===== config.mk =====
export PLATFORM = sky130hd
export DESIGN_NAME = data_mem_responder
export DESIGN_NICKNAME = d
export VERILOG_FILES = /design/src/rtl/data_mem_responder.sv
export SDC_FILE = /design/constraint.sdc
export NUM_CORES = 2
export LEC_CHECK = 0
export ABC_CLOCK_PERIOD_IN_PS = 3200
export BUFFER_PORTS_ARGS = -buffer_cell sky130_fd_sc_hd__buf_2
export CAP_MARGIN = 20
export CELL_PAD_IN_SITES_DETAIL_PLACEMENT = 1
export CELL_PAD_IN_SITES_GLOBAL_PLACEMENT = 2
export CORE_ASPECT_RATIO = 0.5
export CORE_MARGIN = 2
export CORE_UTILIZATION = 41
export DETAILED_ROUTE_END_ITERATION = 10
export GPL_ROUTABILITY_DRIVEN = 0
export PLACE_DENSITY = 0.77
export SYNTH_ARGS = -nofsm -noshare
export SYNTH_HDL_FRONTEND = slang
export SYNTH_SLANG_ARGS = --single-unit
export TNS_END_PERCENT = 1

===== constraint.sdc =====
create_clock -name clk -period 3.2 [get_ports clk]
set_input_delay 0.64 -clock clk [delete_from_list [all_inputs] [get_ports clk]]
set_output_delay 0.64 -clock clk [all_outputs]
set_load 0.01 [all_outputs]

===== src/rtl/data_mem_responder.sv =====
`default_nettype none
// ============================================================================
// Module   : data_mem_responder
// Purpose  : Data-memory target for the control unit's read/write strobes.
//            Serialised accesses with optional wait states, a one-cycle
//            ready/err pulse and an indirect-address return path.
// Revision : 1.0 - initial release
// ============================================================================
module data_mem_responder #(
  parameter int DATA_W      = 32,
  parameter int ADDR_W      = 5,
  parameter int DEPTH       = 32,
  parameter int WAIT_STATES = 0
) (
  input  logic              clk,
  input  logic              rst_n,
  input  logic              read,
  input  logic              write,
  input  logic [ADDR_W-1:0] addsel,
  input  logic [DATA_W-1:0] datain,
  output logic [DATA_W-1:0] dataout,
  output logic [ADDR_W-1:0] dataout_mem,
  output logic              ready,
  output logic              busy,
  output logic              err
);

  localparam logic [1:0] c_st_idle = 2'd0;
  localparam logic [1:0] c_st_wait = 2'd1;
  localparam logic [1:0] c_st_resp = 2'd2;

  // Memory index width; DEPTH is expected not to exceed 2**ADDR_W.
  localparam int              c_idx_w     = (DEPTH > 1) ? $clog2(DEPTH) : 1;
  localparam logic [ADDR_W:0] c_depth     = (ADDR_W+1)'(DEPTH);
  localparam logic [3:0]      c_wait_init = (WAIT_STATES > 0) ? 4'(WAIT_STATES - 1) : 4'd0;
  localparam bit              c_no_wait   = (WAIT_STATES == 0);

  logic [1:0]        r_state;
  logic [1:0]        w_next_state;
  logic [3:0]        r_cnt;
  logic              r_op_wr;
  logic              r_oor;
  logic              r_err;
  logic [ADDR_W-1:0] r_addr;
  logic [DATA_W-1:0] r_data;
  logic [DATA_W-1:0] r_dataout;
  logic [DATA_W-1:0] r_mem [DEPTH];

  logic              w_req;
  logic              w_oor;
  logic              w_enter_resp;
  logic              w_acc_wr;
  logic              w_acc_oor;
  logic [ADDR_W-1:0] w_acc_addr;
  logic [DATA_W-1:0] w_acc_data;
  logic [c_idx_w-1:0] w_acc_idx;

  assign w_req = read | write;
  assign w_oor = ({1'b0, addsel} >= c_depth);

  // Access happens on the edge entering RESP: straight from IDLE when there
  // are no wait states, otherwise when the WAIT counter has run out.
  assign w_enter_resp = ((r_state == c_st_idle) && w_req && c_no_wait) ||
                        ((r_state == c_st_wait) && (r_cnt == 4'd0));

  // From IDLE the request is used live (it is being latched on the same edge);
  // from WAIT the latched copy is used. Read+write together behaves as write.
  assign w_acc_wr   = (r_state == c_st_idle) ? write  : r_op_wr;
  assign w_acc_oor  = (r_state == c_st_idle) ? w_oor  : r_oor;
  assign w_acc_addr = (r_state == c_st_idle) ? addsel : r_addr;
  assign w_acc_data = (r_state == c_st_idle) ? datain : r_data;
  assign w_acc_idx  = w_acc_addr[c_idx_w-1:0];

  // State register
  always_ff @(posedge clk or negedge rst_n) begin
    if (!rst_n) r_state <= c_st_idle;
    else        r_state <= w_next_state;
  end

  // Next-state logic
  always_comb begin
    w_next_state = r_state;
    case (r_state)
      c_st_idle: if (w_req) w_next_state = c_no_wait ? c_st_resp : c_st_wait;
      c_st_wait: if (r_cnt == 4'd0) w_next_state = c_st_resp;
      c_st_resp: w_next_state = c_st_idle;
      default:   w_next_state = c_st_idle;
    endcase
  end

  // Outputs decoded from state; err reflects the request latched in IDLE
  always_comb begin
    ready = (r_state == c_st_resp);
    busy  = (r_state != c_st_idle);
    err   = (r_state == c_st_resp) && r_err;
  end

  // Request capture, wait counter, memory array and read-data register
  always_ff @(posedge clk or negedge rst_n) begin
    if (!rst_n) begin
      r_cnt     <= 4'd0;
      r_op_wr   <= 1'b0;
      r_oor     <= 1'b0;
      r_err     <= 1'b0;
      r_addr    <= '0;
      r_data    <= '0;
      r_dataout <= '0;
      for (int i = 0; i < DEPTH; i++) r_mem[i] <= '0;
    end else begin
      if ((r_state == c_st_idle) && w_req) begin
        r_op_wr <= write;
        r_oor   <= w_oor;
        r_err   <= w_oor | (read & write);
        r_addr  <= addsel;
        r_data  <= datain;
        r_cnt   <= c_wait_init;
      end else if ((r_state == c_st_wait) && (r_cnt != 4'd0)) begin
        r_cnt <= r_cnt - 4'd1;
      end
      // Out-of-range accesses neither write memory nor touch dataout
      if (w_enter_resp && !w_acc_oor) begin
        if (w_acc_wr) r_mem[w_acc_idx] <= w_acc_data;
        else          r_dataout        <= r_mem[w_acc_idx];
      end
    end
  end

  assign dataout     = r_dataout;
  assign dataout_mem = r_dataout[ADDR_W-1:0];

endmodule
`default_nettype wire


==> out/summary.log <==
[power_and_ir_drop] part of the power in registers 47.7%
[finish] count of non-filler cells in the finished layout 6507
[job] total of max-cap violations 0
[worst_setup_path] master of the slowest instance on the critical path a2111oi_1
[worst_setup_path] arrival time reported for the critical path endpoint 3.79 ns
[die] area of the die 0.119 mm2
[routing] Detailed Route WL 182 mm
[timing] post-route minimum period 3.17 ns
[clock_network] CTS max path bufs 3
[timing] top achievable clock speed 316 MHz
[finish] number of fill cells in the layout 12623
[worst_setup_path] critical register-to-register path endpoint dataout[6]
[yosys] number of flops mapped to enable cells by yosys 0
[routing] drt via density 5.95
[min_path] Worst Hold Class in -> reg
[routing] number of search-and-repair iterations in the first detailed-routing pass 7
[routing] antenna violation net count after detailed routing 0
[power_and_ir_drop] switching portion of total power 32.4%
[die] number of top-level design ports 81
[worst_setup_path] total number of cells along the worst setup path 7
[finish] Multi-input gate area 0.0186 mm2
[power_and_ir_drop] internal portion of total power 28.8 mW
[place] estimated wirelength of the detail-placed design 112 mm
[worst_setup_path] maximum fanout encountered on the critical timing path 31
[worst_setup_path] Critical Path RT 3.82 ns
[place] Port-buffer cells 80
[power_and_ir_drop] Switch Pwr 13.8 mW
[timing] portion of the clock cycle consumed by the worst path in the final layout 99.0%
[finish] Total Nets Final 4928
[grt] total global routing track utilization 30.9%
[routing] violation count after the first detailed-routing iteration 3246
[yosys] area of the mapped netlist 0.0474 mm2
[timing] Slew Limit Headroom 16.6%
[clock_network] Num CTS Buffers 103
[grt] first-pass GRT wire length 271 mm
[grt] vias in the first global route 39972
[yosys] share of synthesized area occupied by flip-flops and latches 57.8%
[worst_setup_path] CP Capture Type flop
[grt] number of antenna violations at the first check in global routing 2
[clock_network] latest clock arrival within the worst-skew pair 0.75 ns
[yosys] count of different cell masters after synthesis 50
[grt] maximum number of pins on one net before global-route repair 103
[finish] share of cells above drive strength 1 13.8%
[timing] count of endpoints failing setup in the final report 0
[power_and_ir_drop] Worst IR Drop VDD 0.428 mV
[yosys] Avg Inst Size Synth 9.68 um2
[power_and_ir_drop] logic gate share of total power 21.9%
[yosys] flops & latches, synth 1095
[finish] Core Util, Final 47.4%
[power_and_ir_drop] leakage power 24.2 nW
[finish] post-synthesis to final-layout area growth 15.0%
[clock_network] TritonCTS clock tree done
[die] initial core utilization 41.2%
[clock_network] clock net sink count 1095
[place] DP Cell Count 6310
[worst_setup_path] buffers and inverters on the worst path 3
[timing] worst-margin pin slew 1.24 ns
[clock_network] clock transition at the registers of the reported paths 0.07 ns
[worst_setup_path] Worst Reg2Reg Path Length in Cells 7
[worst_setup_path] delay contributed by the slowest stage of the critical path 0.72 ns
[worst_setup_path] Most common cell on crit path buf_4
[finish] area of all sequential standard cells 0.0274 mm2
[worst_setup_path] crit path kind reg -> reg
[routing] DR vias 38721
[worst_setup_path] kind of launch point of the worst setup path flop
[clock_network] H-tree Lvls 3
[power_and_ir_drop] power share of the clock group 30.4%
[grt] total global routing overflow 0
[worst_setup_path] cell family with the largest share of critical-path delay compound AO/OA/AOI/OAI gates
[clock_network] Root Buffer Master clkbuf_16
[yosys] count of mapped cells out of synthesis 4901
[worst_setup_path] R2R Setup Slk 0.03 ns
[worst_setup_path] ordered list of cells on the worst path buf_4 > mux2_8 > buf_12 > buf_4 > mux4_2 > a2111oi_1 > a31oi_1
[timing] RSZ-0062 raised after global routing yes
[timing] Final Skew 0.0413 ns
[yosys] Syn Nets 4942
[outcome] run status completed
[timing] Hold Vio Cnt, Final 0
[die] area of the core 0.115 mm2
[yosys] top_reg_cell synth dfrtp_1
[die] horizontal die dimension 485 um
[die] Die Y 245 um
[yosys] fraction of registers with async set or reset after synthesis 100%
[routing] routed length per placed instance 28.0 um
[timing] worst hold margin 0.112 ns
[worst_setup_path] termination of the worst setup path dataout[6]
[timing] final-report max-slew violation count 0
[routing] Remaining DRCs 0
[die] num rows 88
[worst_setup_path] RR Startpoint r_state[1]
[power_and_ir_drop] power density over the cells 782 mW/mm2
[yosys] YS warnings 0
[worst_setup_path] startpoint of the worst setup timing path r_state[1]
[clock_network] post-CTS setup-driven buffer insertion count 0
==> power by group through the flow <==
| stage | Combinational, mW | Sequential (mW) | Clock [mW] |
|---|---|---|---|
| 2_1_floorplan | 6.12 | 19.8 | 0 |
| 3_3_place_gp | 8.84 | 20.3 | 0 |
| 3_5_place_dp | 9.29 | 20.5 | 0 |
| 4_1_cts | 9.34 | 20.3 | 13.2 |
| 5_1_grt | 10.4 | 20.8 | 13.7 |
| 6_report | 9.32 | 20.4 | 13.0 |
==> cells in the mapped netlist (2+ instances only) <==
master	n	share of area, %
nor2_1	426	3.4
a22o_1	22	0.41
and4b_1	4	0.084
dfrtp_1	1095	58
nor2_2	9	0.12
o22ai_1	92	1.2
buf_2	91	0.96
o21ai_1	12	0.13
a2111oi_0	12	0.22
buf_1	11	0.087
a41oi_1	44	0.81
a2111o_1	4	0.095
nor4b_2	2	0.063
mux4_2	53	2.5
and4bb_2	3	0.079
or2_2	10	0.13
nand2b_1	8	0.11
a222oi_1	6	0.13
nor4_1	36	0.47
buf_4	12	0.19
nand4_1	16	0.21
o221ai_1	4	0.074
buf_6	6	0.14
o21ai_2	3	0.055
and2_1	8	0.11
nor3b_1	4	0.063
o21a_1	12	0.19
inv_1	2	0.016
a21oi_1	472	5.0
nor4b_1	7	0.13
nand2_1	897	7.1
nor4bb_1	3	0.063
mux2i_1	249	5.3
clkbuf_1	342	2.7
a31oi_1	19	0.25
or2_1	2	0.026
and3b_1	3	0.055
a22oi_1	7	0.11
o21ai_0	882	9.3
==> what timing repair did <==
| item | 4_1_cts | 5_1_grt |
|---|---|---|
| gates resized for setup | 1 | 7 |
| cloned | 0 | 0 |
| hold endpoints to repair | 24 | 0 |
| hold buffers | 1 | 0 |
| setup endpoints to repair | 3 | 7 |
==> area by class of cell <==
type	instances	share of cell area, %
flip-flops and latches	1095	50.2
multi-input cells	3342	34.1
repair buffers	343	5.83
clock buffers	145	5.45
well taps	1530	3.51
clock inverters	46	0.901
diodes	4	0.0183
inverters	2	0.0138
==> stage by stage <==
step	total power [mW]	cell area (um2)	setup slack, ns	setup TNS [ns]
floorplan	25.9	47400	0.648	0
global placement	29.1	51000	-0.270	-0.484
detailed placement	29.8	51000	-0.102	-0.214
CTS	42.8	54500	0.0126	0
global route	45.0	54600	-0.0164	-0.0275
finish	42.7	54600	0.0319	0
==> routing by layer <==
layer,up-vias,track usage (%),share of wire (%)
met1,20312,45.6,47
met2,1206,46.6,44
met3,306,4.71,6.3
li1,16897,-,-
met5,-,0,0
met4,0,10.1,3.2
==> flip-flops by register name (all words and copies together) (netlist names) <==
signal / flops
r_addr: 5
r_data: 32
r_state: 1
r_mem: 1024
dataout: 32
r_err: 1
==> how the worst min path moves through the flow <==
stage | cells past startpoint | startpoint | end | slack (ns)
floorplan | 0 | rst_n | dataout[0] | 0.34
global placement | 2 | r_mem[356] | r_mem[356] | 0.45
detailed placement | 2 | r_mem[434] | r_mem[434] | 0.46
CTS | 3 | datain[18] | r_data[18] | 0.08
global route | 3 | datain[7] | r_data[7] | 0.11
finish | 3 | datain[18] | r_data[18] | 0.11
==> cell families (layout without fill, tap and decap cells) <==
| kind of cell | count (synthesis) | in the layout | share of synthesized area, % |
|---|---|---|---|
| compound gates | 1593 | 1593 | 18.0 |
| flops | 1095 | 1095 | 57.8 |
| buf+inv | 464 | 536 | 4.10 |
| other cells | 0 | 4 | 0 |
| mux | 304 | 304 | 7.83 |
| simple gates | 1445 | 1445 | 12.3 |
==> tightest hold or removal path, delay by kind of cell <==
family / cells / cell delay [ns]
AND/OR/NAND/NOR: 2 / 0.10
buffers and inverters: 1 / 0.09
==> cells in the final DEF, fill, tap and decap left out, types with 79 or more instances in the layout <==
cell type / netlist / layout
dfrtp_1: 1095 / 1094
nand2_1: 897 / 883
o21ai_0: 882 / 876
a21oi_1: 472 / 472
nor2_1: 426 / 422
mux2i_1: 249 / 215
buf_4: 12 / 197
clkbuf_16: 0 / 103
o22ai_1: 92 / 92
buf_2: 91 / 79
(Power assumes the default switching activity.)
